## src/rtl/quad_pkg.sv

```systemverilog
// Shared definitions for the quadratic solver datapath (Y = Ax^2 + Bx + C).
// Latency: n/a (types and constants only).
// Backpressure: n/a.
package quad_pkg;

    localparam int DATA_WIDTH = 16;

    // Default coefficients for the A, B and C product terms.
    localparam int COEF_A = 101;
    localparam int COEF_B = 59;
    localparam int COEF_C = 76;

    typedef logic [DATA_WIDTH-1:0]   data_t;
    typedef logic [2*DATA_WIDTH-1:0] prod_t;

endpackage

```

## src/rtl/pipe_stage.sv

```systemverilog
// One register stage of a valid/ready pipeline: data register, valid bit, load condition.
// Latency: 1 cycle from d_dat/d_vld to q_dat/q_vld.
// Backpressure: loads when empty or when the next stage loads this cycle (load is combinational).
//
// Ports:
//   clk, rst_n   clock, asynchronous active-low reset
//   d_dat/d_vld  data and valid offered by the previous stage (or the input)
//   nxt_load     next stage (or the downstream consumer) takes this stage's data this cycle
//   load         this stage captures d_dat/d_vld at the coming edge
//   q_dat/q_vld  registered data and valid
module pipe_stage #(
    parameter int W = 16
) (
    input  logic         clk,
    input  logic         rst_n,
    input  logic [W-1:0] d_dat,
    input  logic         d_vld,
    input  logic         nxt_load,
    output logic         load,
    output logic         q_vld,
    output logic [W-1:0] q_dat
);

    // An empty stage can always take something; a full one only if its
    // content moves on in the same cycle.
    assign load = !q_vld || nxt_load;

    always_ff @(posedge clk or negedge rst_n) begin
        if (!rst_n) begin
            q_vld <= 1'b0;
            q_dat <= '0;
        end else if (load) begin
            q_vld <= d_vld;
            // Bubbles leave the data register untouched.
            if (d_vld) begin
                q_dat <= d_dat;
            end
        end
    end

endmodule

```

## src/rtl/coef_mult_pipe.sv

```systemverilog
// Multiplies an unsigned operand by a runtime-loadable coefficient: o_y = coef * i_x.
// Latency: LATENCY register stages from input transfer to o_valid_out; one result per cycle.
// Backpressure: combinational ready chain, bubbles collapse; i_ready_out low only when every stage is full and o_ready_in is low.
//
// Ports:
//   clk, rst_n                     clock, asynchronous active-low reset
//   i_x, i_valid_in, i_ready_out   operand input handshake
//   i_coef, i_coef_load            coefficient register load
//   o_y, o_valid_out, o_ready_in   result output handshake
//   o_busy                         some stage holds valid data
//
// Build option: define COEF_MULT_SAT_EN to saturate results wider than OUT_WIDTH
// to all ones; otherwise the product wraps to its low OUT_WIDTH bits.
module coef_mult_pipe
    import quad_pkg::*;
#(
    parameter int               WIDTH     = DATA_WIDTH,
    parameter int               OUT_WIDTH = DATA_WIDTH,
    parameter int               LATENCY   = 2,
    parameter logic [WIDTH-1:0] COEF_INIT = WIDTH'(COEF_A)
) (
    input  logic                 clk,
    input  logic                 rst_n,
    input  logic [WIDTH-1:0]     i_x,
    input  logic                 i_valid_in,
    output logic                 i_ready_out,
    input  logic [WIDTH-1:0]     i_coef,
    input  logic                 i_coef_load,
    output logic [OUT_WIDTH-1:0] o_y,
    output logic                 o_valid_out,
    input  logic                 o_ready_in,
    output logic                 o_busy
);

    logic [WIDTH-1:0]     coef;
    logic [2*WIDTH-1:0]   prod_full;
    logic [OUT_WIDTH-1:0] prod_res;

    logic [LATENCY-1:0]   stg_vld;
    logic [LATENCY-1:0]   stg_load;
    logic [OUT_WIDTH-1:0] stg_dat [LATENCY];

    // Coefficient register. An operand accepted on the load edge still sees
    // the old value because stage 0 samples the product of the current coef.
    always_ff @(posedge clk or negedge rst_n) begin
        if (!rst_n) begin
            coef <= COEF_INIT;
        end else if (i_coef_load) begin
            coef <= i_coef;
        end
    end

    assign prod_full = {{WIDTH{1'b0}}, i_x} * {{WIDTH{1'b0}}, coef};

    // The shift form stays legal when OUT_WIDTH == 2*WIDTH (result is then zero,
    // so both builds agree).
`ifdef COEF_MULT_SAT_EN
    assign prod_res = ((prod_full >> OUT_WIDTH) != '0) ? '1 : OUT_WIDTH'(prod_full);
`else
    assign prod_res = OUT_WIDTH'(prod_full);
`endif

    genvar k;
    generate
        for (k = 0; k < LATENCY; k++) begin : g_stage
            logic [OUT_WIDTH-1:0] d_dat;
            logic                 d_vld;
            logic                 nxt_load;

            if (k == 0) begin : g_head
                assign d_dat = prod_res;
                assign d_vld = i_valid_in;
            end else begin : g_body
                assign d_dat = stg_dat[k-1];
                assign d_vld = stg_vld[k-1];
            end

            if (k == LATENCY - 1) begin : g_tail
                assign nxt_load = o_ready_in;
            end else begin : g_link
                assign nxt_load = stg_load[k+1];
            end

            pipe_stage #(
                .W (OUT_WIDTH)
            ) u_stage (
                .clk      (clk),
                .rst_n    (rst_n),
                .d_dat    (d_dat),
                .d_vld    (d_vld),
                .nxt_load (nxt_load),
                .load     (stg_load[k]),
                .q_vld    (stg_vld[k]),
                .q_dat    (stg_dat[k])
            );
        end
    endgenerate

    assign i_ready_out = stg_load[0];
    assign o_y         = stg_dat[LATENCY-1];
    assign o_valid_out = stg_vld[LATENCY-1];
    assign o_busy      = |stg_vld;

endmodule

```

## config.mk

```make
export PLATFORM = sky130hd
export DESIGN_NAME = coef_mult_pipe
export DESIGN_NICKNAME = d
export VERILOG_FILES = /design/src/rtl/quad_pkg.sv /design/src/rtl/pipe_stage.sv /design/src/rtl/coef_mult_pipe.sv
export SDC_FILE = /design/constraint.sdc
export NUM_CORES = 1
export LEC_CHECK = 0
export ABC_CLOCK_PERIOD_IN_PS = 11550
export BUFFER_PORTS_ARGS = -buffer_cell sky130_fd_sc_hd__buf_2
export CAP_MARGIN = 0
export CORE_MARGIN = 4
export CORE_UTILIZATION = 60
export CTS_CLUSTER_SIZE = 16
export DETAILED_ROUTE_END_ITERATION = 8
export GPL_ROUTABILITY_DRIVEN = 0
export PLACE_DENSITY = 0.9
export SLEW_MARGIN = 20
export SYNTH_ARGS = -nofsm -noshare
export SYNTH_HDL_FRONTEND = slang
export SYNTH_SLANG_ARGS = --single-unit
export TNS_END_PERCENT = 20
```

## constraint.sdc

```tcl
create_clock -name clk -period 11.55 [get_ports clk]
set_clock_uncertainty 0.15 [all_clocks]
set_input_delay 3.465 -clock clk [delete_from_list [all_inputs] [get_ports clk]]
set_output_delay 3.465 -clock clk [all_outputs]
set_load 0.1 [all_outputs]
```

==> out/qor.yml <==
status:
  status: "finished, final reports clean"
routing:
  top_layer_used: "met4"
  drt_iter0_markers: 212
  wirelength_um: 12500
  viasPerCell: 5.41
  wl_per_cell_um: 16.4
  drt-met1-wl_um: 4770
  met3WireLength_um: 843
  drc: 0
  met2_length_um: 6550
  vias: 4123
  drtAntennaViolNets: 0
  dr.pass1.iters: 4
synth:
  netlist-cell-type-count: 33
  syn_area_per_cell_um2: 9.77
  synthTopCellsByCount: "inv_1, nand2_1, fa_1, and2_1, ha_1"
  yosysMostFrequentCell: "inv_1"
  ys.warnings.count: 0
  synthArstFlopShare_pct: 100
  synth.area.top_cells: "fa_1, dfrtp_1, ha_1"
  ys_ff_latch: 50
  yosysTopAreaCell: "fa_1"
  syn_nets: 756
  synthCells: 590
  synth_top_area_share_pct: 27.8
  yosysSeqAreaShare_pct: 21.8
  synth_edf_count: 0
  synth_top_flop_cell: "dfrtp_1"
  netlist_area_um2: 5770
global_route:
  grt_max_degree: 51
  antenna_found_initial: 0
  grt_pass1_vias: 4645
  grt_pass1_wl_um: 21800
  grt_use_total_pct: 24.0
  grt_remaining_overflow: 0
floorplan:
  ioPinCount: 56
  die_area_um2: 11200
  fp.coreArea_um2: 9280
  fp.dieW_um: 106
  initial_core_util_pct: 62.1
  die_y_um: 106
  row_count: 35
clocking:
  cts_tree: "built"
  cts_hold_buf: 0
  cts_setup_buffers: 0
  cts.repair.resized: 0
  clk_latency_ns: 0.31
  clock_sinks: 50
  clockBufferDepth: 2
  cts_buffers: 5
  cts-root-buf: "clkbuf_8"
  clkSlewWorstSetupHoldPaths_ns: 0.08
  htreeDepth: 2
worst_setup_path:
  arrival_ns: 8.66
  cp-start-kind: "input pin"
  crit_type: "input pin to flip-flop"
  crit_required_ns: 11.55
  rrSetupSlack_ns: 5.47
  path_cells: "buf_2 > and2_2 > fa_1 > inv_1 > fa_1 > inv_1 > fa_1 > inv_1 > fa_1 > inv_1 > fa_1 > inv_1 > fa_1 > inv_1 > ha_1 > nand3_1 > a21oi_1 > o21ai_0 > a311o_1 > xnor2_1 > o21ai_1"
  cp-end-kind: "flip-flop"
  max_stage_delay_ns: 0.53
  cpMaxStageDelayCell: "fa_1"
  cp_max_fo: 10
cells_and_area:
  drive_gt1_share_pct: 17.9
  fin_util_pct: 67.2
  area_growth_pct: 8.18
  diodes: 0
  nets: 798
  finalNonFillerCells: 762
flow_run:
  cap_violations: 0
sta:
  fin_crit_ns: 8.66
  period_share_pct: 75.0
  rsz0062_at_grt: "no"
  finalSetupViolCount: 0
  hold_slack_ns: 0.336
  worst_pin_slew_ns: 0.837
  fmax_mhz: 115
  maxSlewHeadroom_pct: 44.1
  finalHoldViolations: 0
  tns_ns: 0
  slew_viol_final: 0
hold_path:
  min-delay-path-class: "flip-flop to flip-flop"
placement:
  place_inst: 754
  port_buffers: 55
  hpwl_um: 9900
[per-stage QoR]
step                setup slack (ns)  instance area, um^2
detailed placement              2.74                 6120
CTS                             2.97                 6240
finish                          2.89                 6240
global placement                2.94                 6120
global route                    2.65                 6240
floorplan                       3.19                 5770
[layer usage]
layer	track usage (%)	vias to the layer above
met5	0	-
met3	4.37	35
met2	43.4	156
li1	-	1867
met1	29.1	2065
met4	7.77	0
[cell type report]
type	instances	area [um^2]
multi-input cells	405	4000
fillers	718	3050
flip-flops and latches	50	1260
inverters	115	432
repair buffers	55	278
well taps	129	161
clock buffers	7	86.3
clock inverters	1	30.0
[critical path: cells and delay by family]
kind | cells | cell delay [ns]
and+or+nand+nor | 2 | 0.38
xor gates and xnor gates | 1 | 0.19
AOI/OAI and AO/OA | 4 | 0.84
buffers and inverters | 7 | 0.48
adders and majority gates | 7 | 3.30
[worst paths after layout]
check | depth (start not counted) | to | start
min | 2 | g_stage[0].u_stage.q_dat[10] | g_stage[0].u_stage.q_dat[10]
max reg2reg | 19 | g_stage[0].u_stage.q_dat[15] | coef[1]
min in group asynchronous | 1 | g_stage[1].u_stage.q_dat[13] | rst_n
max | 21 | g_stage[0].u_stage.q_dat[15] | i_x[6]
min reg2reg | 2 | g_stage[0].u_stage.q_dat[10] | g_stage[0].u_stage.q_dat[10]
max in group asynchronous | 1 | coef[7] | rst_n
[registers in the layout (all words and copies together), names as in the netlist]
register / flops
g_stage.u_stage.q_dat: 32
g_stage.u_stage.q_vld: 2
coef: 16
[cells in the final DEF (no fill, tap or decap), drive strengths merged, types with 3 or more instances in the layout]
master / Yosys / routed
nand2b: 4 / 4
nand2: 91 / 91
ha: 49 / 49
inv: 115 / 115
dfstp: 4 / 4
a211oi: 3 / 3
fa: 80 / 80
xnor2: 28 / 28
o21ai: 16 / 16
dfrtp: 46 / 46
clkbuf: 17 / 7
a21oi: 7 / 7
buf: 3 / 55
mux2: 36 / 36
and2: 61 / 61
nor2: 4 / 4
xor2: 9 / 9
a21o: 5 / 5
[kinds of logic (layout without fill, tap and decap cells)]
kind of cell,count (synthesis),after routing,synth area share (%)
AO/OA/AOI/OAI,35,35,3.69
XOR/XNOR,38,38,6.01
adder cells (fa/ha/maj),129,129,38.4
buffers and inverters,135,178,8.94
flip-flops,50,50,21.8
multiplexers,36,36,7.03
AND/OR/NAND/NOR,167,167,14.1
Power is left out: the tool's default activity adds up to more than one toggle a clock period on the data nets, which glitch-free logic cannot reach.
